`src/rtl/debugger_hex_tx_formatter.sv`:
```
// debugger_hex_tx_formatter
// Formats one latched 32-bit word as 8 uppercase ASCII hex digits (MSB nibble
// first). Each word can be framed by optional start/split/stop bytes. The bytes
// are streamed to the debugger UART transmitter one request per byte.
// Optional feature: define DEBUGGER_HEX_TX_CRLF_EN to send CR, LF after the
// stop byte whenever the latched stop enable is set.
module debugger_hex_tx_formatter #(
    parameter logic [7:0] P_START_CHAR = 8'h3C,
    parameter logic [7:0] P_SPLIT_CHAR = 8'h2C,
    parameter logic [7:0] P_STOP_CHAR  = 8'h3E
) (
    input  logic        iCLOCK,
    input  logic        inRESET,
    input  logic        iTXD_REQ,
    output logic        oTXD_BUSY,
    input  logic        iTXD_START_EN,
    input  logic        iTXD_SPLIT_EN,
    input  logic        iTXD_STOP_EN,
    input  logic [31:0] iTXD_DATA,
    output logic        oUART_REQ,
    input  logic        iUART_BUSY,
    output logic [7:0]  oUART_DATA
);

    // Slot map: 0 start, 1..8 digit7..digit0, 9 split, 10 stop, 11 CR, 12 LF
    localparam int unsigned SLOTS = 13;

    typedef enum logic [2:0] {
        ST_IDLE,
        ST_LOAD,
        ST_SEND,
        ST_GAP,
        ST_WAIT
    } state_t;

    state_t      state_q, state_d;
    logic [31:0] data_q, data_d;
    logic        start_en_q, start_en_d;
    logic        split_en_q, split_en_d;
    logic        stop_en_q, stop_en_d;
    logic [3:0]  idx_q, idx_d;
    logic        busy_q, busy_d;
    logic        uart_req_q, uart_req_d;
    logic [7:0]  uart_data_q, uart_data_d;

    logic [SLOTS-1:0] slot_en;
    logic             next_found;
    logic [3:0]       next_slot;

    function automatic logic [7:0] hex_char(input logic [3:0] n);
        if (n < 4'd10) begin
            return 8'h30 + {4'h0, n};
        end
        return 8'h37 + {4'h0, n};
    endfunction

    function automatic logic [7:0] slot_byte(input logic [3:0] slot, input logic [31:0] d);
        case (slot)
            4'd0:    return P_START_CHAR;
            4'd1:    return hex_char(d[31:28]);
            4'd2:    return hex_char(d[27:24]);
            4'd3:    return hex_char(d[23:20]);
            4'd4:    return hex_char(d[19:16]);
            4'd5:    return hex_char(d[15:12]);
            4'd6:    return hex_char(d[11:8]);
            4'd7:    return hex_char(d[7:4]);
            4'd8:    return hex_char(d[3:0]);
            4'd9:    return P_SPLIT_CHAR;
            4'd10:   return P_STOP_CHAR;
            4'd11:   return 8'h0D;
            4'd12:   return 8'h0A;
            default: return 8'h00;
        endcase
    endfunction

    // Which slots of the latched word are to be transmitted
    always_comb begin
        slot_en      = '0;
        slot_en[0]   = start_en_q;
        slot_en[8:1] = '1;
        slot_en[9]   = split_en_q;
        slot_en[10]  = stop_en_q;
`ifdef DEBUGGER_HEX_TX_CRLF_EN
        slot_en[11]  = stop_en_q;
        slot_en[12]  = stop_en_q;
`endif
    end

    // First enabled slot at or after the current index; none found means the word is done
    always_comb begin
        next_found = 1'b0;
        next_slot  = '0;
        for (int unsigned i = 0; i < SLOTS; i++) begin
            if (!next_found && slot_en[i] && (i >= {28'd0, idx_q})) begin
                next_found = 1'b1;
                next_slot  = i[3:0];
            end
        end
    end

    // Next-state and output decode for the per-byte handshake sequence
    always_comb begin
        state_d     = state_q;
        data_d      = data_q;
        start_en_d  = start_en_q;
        split_en_d  = split_en_q;
        stop_en_d   = stop_en_q;
        idx_d       = idx_q;
        uart_req_d  = 1'b0;
        uart_data_d = uart_data_q;

        case (state_q)
            ST_IDLE: begin
                if (iTXD_REQ) begin
                    data_d     = iTXD_DATA;
                    start_en_d = iTXD_START_EN;
                    split_en_d = iTXD_SPLIT_EN;
                    stop_en_d  = iTXD_STOP_EN;
                    idx_d      = '0;
                    state_d    = ST_LOAD;
                end
            end
            ST_LOAD: begin
                uart_data_d = slot_byte(next_slot, data_q);
                idx_d       = next_slot + 4'd1;
                state_d     = ST_SEND;
            end
            ST_SEND: begin
                if (!iUART_BUSY) begin
                    uart_req_d = 1'b1;
                    state_d    = ST_GAP;
                end
            end
            ST_GAP: begin
                state_d = ST_WAIT;
            end
            ST_WAIT: begin
                if (!iUART_BUSY) begin
                    state_d = next_found ? ST_LOAD : ST_IDLE;
                end
            end
            default: begin
                state_d = ST_IDLE;
            end
        endcase

        // Busy follows the next state so it drops on the very cycle IDLE is entered
        busy_d = (state_d != ST_IDLE);
    end

    // State and datapath registers with asynchronous active-low reset
    always_ff @(posedge iCLOCK or negedge inRESET) begin
        if (!inRESET) begin
            state_q     <= ST_IDLE;
            data_q      <= '0;
            start_en_q  <= 1'b0;
            split_en_q  <= 1'b0;
            stop_en_q   <= 1'b0;
            idx_q       <= '0;
            busy_q      <= 1'b0;
            uart_req_q  <= 1'b0;
            uart_data_q <= '0;
        end else begin
            state_q     <= state_d;
            data_q      <= data_d;
            start_en_q  <= start_en_d;
            split_en_q  <= split_en_d;
            stop_en_q   <= stop_en_d;
            idx_q       <= idx_d;
            busy_q      <= busy_d;
            uart_req_q  <= uart_req_d;
            uart_data_q <= uart_data_d;
        end
    end

    assign oTXD_BUSY  = busy_q;
    assign oUART_REQ  = uart_req_q;
    assign oUART_DATA = uart_data_q;

endmodule

```
`config.mk`:
```
export PLATFORM = sky130hd
export DESIGN_NAME = debugger_hex_tx_formatter
export DESIGN_NICKNAME = d
export VERILOG_FILES = /design/src/rtl/debugger_hex_tx_formatter.sv
export SDC_FILE = /design/constraint.sdc
export NUM_CORES = 1
export LEC_CHECK = 0
export ABC_AREA = 1
export CAP_MARGIN = 20
export CORE_MARGIN = 1.5
export CORE_UTILIZATION = 49
export DETAILED_ROUTE_END_ITERATION = 10
export HOLD_SLACK_MARGIN = 0.02
export PLACE_DENSITY = 0.8
export SLEW_MARGIN = 20
export SYNTH_ARGS = -nofsm -noshare
export SYNTH_HDL_FRONTEND = slang
export SYNTH_SLANG_ARGS = --single-unit
export TNS_END_PERCENT = 10
```
`constraint.sdc`:
```
create_clock -name iCLOCK -period 2.05 [get_ports iCLOCK]
set_input_delay 0.41 -clock iCLOCK [delete_from_list [all_inputs] [get_ports iCLOCK]]
set_output_delay 0.41 -clock iCLOCK [all_outputs]
set_load 0.05 [all_outputs]
```
# Word-level counts from Yosys, hierarchy flattened
# Cells that the tools add are included.
# op_classes
n_addsub,17
multipliers,0
n_div,0
order_cmp,19
eq_ne,17
n_shift,0
muxes,71
bitwise,0
n_reduce_logical,29
# op_table
cell,n
$mux W8,16
$add A6 B4 Y7 const A,16
$pmux W8 S13,1
$mux W4,10
$mux W1,39
$lt A4 B4 Y1 const B,8
$eq A4 B4 Y1 const B,5
$eq A4 B3 Y1 const B,4
$ge A3 B4 Y1 const A,4
$pmux W3 S5,1
$logic_and A1 B1 Y1,13
$ge A4 B4 Y1 const A,3
$logic_not A1 Y1,10
$mux W3,3
$eq A4 B2 Y1 const B,2
$ge A1 B4 Y1 const A,2
$ge A2 B4 Y1 const A,2
$pmux W4 S2,1
$eq A3 B2 Y1 const B,2
$add A4 B1 Y4 const B,1
$eq A4 B1 Y1 const B,1
$logic_not A4 Y1,1
$reduce_and A2 Y1,2
$eq A3 B1 Y1 const B,1
other kinds (5),5
# word_totals
regBits,52
latchBits,0
ramBits,0
romBits,0
inputBits,39
out_inout_bits,10
elab_cells,162
mem_count,0

# Depth between registers and ports, before layout
# logic_depth
word_depth,40
depth_mapped,19
depth_no_buf,18

# Worst setup path after synthesis
# Ideal clock, no wire load.
# synth_path
kind,flip-flop to flip-flop
from,reg idx_q[3]
to,reg uart_data_q[0] (netlist: oUART_DATA[0])
setup_ns,0.066
arrival_ns,2.166
required_ns,1.984
path_slack_ns,-0.181
path_stages_with_launch,19
n_path_buf,1
synth_period_minus_slack_ns,2.231
cell_sequence,dfrtp_1 -> inv_2 -> nor2_4 -> nand2_2 -> nand3_1 -> nor2_2 -> a21oi_1 -> ha_1 -> clkbuf_1 -> inv_1 -> nor2_1 -> nand3_1 -> nand2_1 -> inv_1 -> nand3_1 -> nor2_1 -> nand2_1 -> nand2_1 -> nand2_1
# synth_between
elab_chain_cells,37
elab_cells_between_ends,68
classes_between,order compare (11); eq/ne (12); mux (21); reduce/logical (24)
# synth_rtl
element,line_no,source
from (decl),41,"logic [3:0] idx_q, idx_d;"
from (signal assigned),169,idx_q <= idx_d;
$ge A1 B4 Y1,94,"if (!next_found && slot_en[i] && (i >= {28'd0, idx_q})) begin"
$logic_and A1 B1 Y1,94,
$mux W1,94,
$logic_not A1 Y1,94,
$logic_and A1 B1 Y1,94,
$mux W1,94,
$logic_not A1 Y1,94,
$logic_and A1 B1 Y1,94,
(+19 left out),-,
$logic_not A1 Y1,94,
$logic_and A1 B1 Y1 (2 in a row),94,
$mux W1,94,
$logic_not A1 Y1,94,
$logic_and A1 B1 Y1 (2 in a row),94,
$mux W4 *,94,
"$eq A4 B4 Y1, or another cell as far along",58,case (slot)
$pmux W8 S13 *,58,
to (signal assigned),172,uart_data_q <= uart_data_d;
to (decl),44,"logic [7:0] uart_data_q, uart_data_d;"
# Every way passes the cells marked *; elsewhere a longest branch is shown, timed or not.
# A chain may end at the register's enable or synchronous reset.

# Worst setup path after layout
# layout_path
from,reg idx_q[2]
to,reg uart_data_q[0] (netlist: oUART_DATA[0])
# Same word-level chain as after synthesis.

==> results <==
-- critical path, delay by kind of cell, from the launching register on --
kind	cells	cell delay (ps)
buffers and inverters	4	260
AND/OR/NAND/NOR	12	930
flip-flops	1	440
adder cells (fa/ha/maj)	1	240
AO/OA/AOI/OAI	1	190
-- repair_timing --
item,CTS,global route
buffers inserted,1,2
pin swaps,10,19
endpoints found under the setup margin,7,7
resized for setup,17,23
-- where the power goes --
part           total (W)  switching, W  leakage (nW)  internal, W
clock network   0.000588      0.000323        0.0470     0.000266
logic            0.00375       0.00229          1.47      0.00146
registers        0.00181      0.000336         0.635      0.00147
-- per-layer routing --
layer  up-vias  track usage
met5         -            0
met4         0       0.0492
met3         8       0.0331
met2        69        0.391
met1      1475        0.319
li1       1670            -
-- metrics by stage --
step / cells / setup TNS [ps] / hold slack (ps) / instance area, um^2 / util
2_1_floorplan: 482 / 0 / 114 / 3300 / -
3_3_place_gp: 619 / -426 / 399 / 4020 / 0.626
3_5_place_dp: 619 / -928 / 413 / 4020 / 0.626
4_1_cts: 627 / -38.9 / 74.6 / 4150 / 0.647
5_1_grt: 629 / -1150 / 97.8 / 4270 / 0.664
6_report: 629 / -223 / 56.3 / 4270 / 0.664
-- cell usage after synthesis, types with 2 or more instances --
cell	instances	area share
nand3_1	34	0.052
o211ai_1	4	0.0092
o21ai_0	42	0.064
nor2_2	2	0.0038
ha_1	12	0.046
clkbuf_1	8	0.0092
clkinv_1	2	0.0023
nand2_1	175	0.20
o31ai_1	2	0.0046
nand3b_1	3	0.0069
o21ai_1	2	0.0031
buf_2	6	0.0092
inv_1	58	0.066
dfrtp_1	51	0.39
nor2_4	2	0.0069
inv_2	2	0.0023
buf_4	2	0.0046
o22ai_1	2	0.0038
nor2_1	37	0.042
xor2_1	6	0.016
a21oi_1	4	0.0061
nand4_1	16	0.031
-- worst max path at each step --
| stage | end | slack [ps] | depth (start not counted) | startpoint |
|---|---|---|---|---|
| after global placement | oUART_DATA[0]$_DFFE_PN0P_ | -120 | 17 | idx_q[1]$_DFFE_PN0P_ |
| after global routing | oUART_DATA[1]$_DFFE_PN0P_ | -200 | 17 | idx_q[2]$_DFFE_PN0P_ |
| after detailed placement | oUART_DATA[0]$_DFFE_PN0P_ | -200 | 17 | idx_q[2]$_DFFE_PN0P_ |
| after floorplan | oUART_DATA[0]$_DFFE_PN0P_ | 6 | 18 | idx_q[3]$_DFFE_PN0P_ |
| after CTS | oUART_DATA[5]$_DFFE_PN0P_ | -20 | 14 | idx_q[2]$_DFFE_PN0P_ |
| final | oUART_DATA[0]$_DFFE_PN0P_ | -50 | 18 | idx_q[2]$_DFFE_PN0P_ |
-- kinds of logic after synthesis --
group                    count (synthesis)
AND/OR/NAND/NOR                        275
buffers and inverters                   79
AO/OA/AOI/OAI                           58
flip-flops                              51
adder cells (fa/ha/maj)                 12
XOR/XNOR                                 6
other                                    1
-- layout make-up --
type | instances | area, um^2 | share of cell area
clock buffer | 6 | 82.6 | 0.0194
timing repair buffer | 80 | 746 | 0.175
sequential | 51 | 1280 | 0.300
inverter | 62 | 238 | 0.0557
tap | 77 | 96.3 | 0.0226
clock inverter | 1 | 5.00 | 0.00117
multi-input combinational | 352 | 1820 | 0.427
-- state kept, by name (all words and copies together) (netlist names) --
register,flops
split_en_q,1
start_en_q,1
oTXD_BUSY,1
oUART_REQ,1
data_q,32
state_q,3
oUART_DATA,7
stop_en_q,1
idx_q,4
==> impl_metrics.yaml <==
run_status:
  result_of_the_run: "finished with violations"
  violated_checks: "design-rule violations, negative setup slack"
critical_path:
  critical-path-top-cell-by-count: "nand2_1"
  cp_data_arrival_time_ps: 2350
  worst_r2r_path_depth: 18
  crit-reg2reg-capture: "oUART_DATA[0]$_DFFE_PN0P_"
  critical_path.cell_chain: "inv_2 -> buf_6 -> nand2_4 -> nand2_2 -> nand2_2 -> nor2_4 -> a21oi_4 -> ha_2 -> inv_2 -> nor2_4 -> nand3_1 -> nand2_1 -> inv_1 -> nand3_1 -> nor2_1 -> nand2_1 -> nand2_1 -> nand2_1"
  critical_path.max_fanout: 7
  critPathKind: "register to register"
  worst-r2r-setup-slack_ps: -50
  critical_path.max_stage_delay_ps: 440
  critical_path.endpoint_type: "register"
  rr_startpoint: "idx_q[2]$_DFFE_PN0P_"
  cpMaxStageDelayCell: "dfrtp_2"
  worst_ep_required_time_ps: 2300
  timing.critical_path.from_type: "register"
timing:
  post-route-min-period_ps: 2100
  hold_violations: 0
  finalWorstSetupSlack_ps: -52.8
  finClkSkew_ps: 6.11
  worst_pin_slew_ps: 496
  timing.final.crit_share: 1.03
  rsz0062_at_grt: "true"
  setup_violations: 6
  max_slew_violation_count: 0
  max_freq_ghz: 0.476
  maxSlewHeadroom: 0.666
logic_synthesis:
  syn_avg_cell_area_um2: 6.81
  synth_top_flop_cell: "dfrtp_1"
  flops_latches_synth: 51
  synthCells: 482
  synth_warnings: 0
  synth_area_in_compound_gates: 0.0957
  combinational_family_with_the_most_area_after_synthesis: "simple AND/OR/NAND/NOR gates"
  syn_area_um2: 3280
  synth_xor_area_frac: 0.0160
  synth.net_count: 533
  synth_seq_area_share: 0.389
  synth_enable_flop_cells: 0
  synthDistinctLibCells: 32
  synthAdderAreaFrac: 0.0458
  synth_mux_area_frac: 0
  synth_simple_gate_area_frac: 0.355
  async_reset_ff_frac: 1.00
floorplan:
  die-height_um: 84.8
  design.core.area_um2: 6420
  std_cell_rows: 29
  floorplan.initialDensity: 0.511
  die_area_um2: 7200
  chipWidth_um: 84.8
  pin_count: 49
detailed_routing:
  route.met2.wl_um: 3630
  postRouteWirelength_um: 7820
  num_vias: 3222
  routed_via_count_divided_by_cell_count: 5.12
  ant_nets: 0
  first_iter_violations: 198
  wl_per_cell_um: 12.4
  drt_pre_antenna_iters: 7
  highest_signal_layer_in_the_routed_design: "met4"
  wl_met1_um: 3810
  post_route_drc: 3
  wl_met3_um: 303
clocking:
  cts_root_buf: "clkbuf_8"
  tritoncts: "done"
  path_clk_slew_ps: 90
  numClockSinks: 51
  cts_hold_repair.buffers: 0
  worstSkewPairLatency_ps: 300
  cts.htree.levels: 2
  cts_buffers: 5
  cts-root-to-sink-buffers: 2
power_and_ir_drop:
  vdd_ir_drop_max_mv: 0.561
  power_density_nw_per_um2: 1440
  leakage_nw: 2.16
  design_power_w: 0.00615
cells_and_area:
  p_r_area_growth_vs_syn_pct: 30.1
  fillerInstances: 585
  antenna_cells: 0
  final_common_cell: "nand2_1"
  mostFrequentLayoutCells: "nand2_1, inv_1, dfrtp_1"
  finalNetCount: 603
  drive_gt1_frac: 0.145
placement:
  place.gp.congestion: 0.955
  placement.setup.worst_slack_ps: -202
  placement.io_buffers: 47
  dp.final_hpwl_um: 6110
grt:
  pin_count_of_the_biggest_net_entering_global_routing: 61
  grt_usage: 0.231
  antenna_found_initial: 0
  globalRoute.totalOverflow: 0
  grt_pass1_wl_um: 13500
  grt_pass1_vias: 2982
flow_run:
  max_cap_violations: 0
hold_path:
  hold_class: "input pin to async pin"
Note: power is estimated with default switching activity, not from simulation.
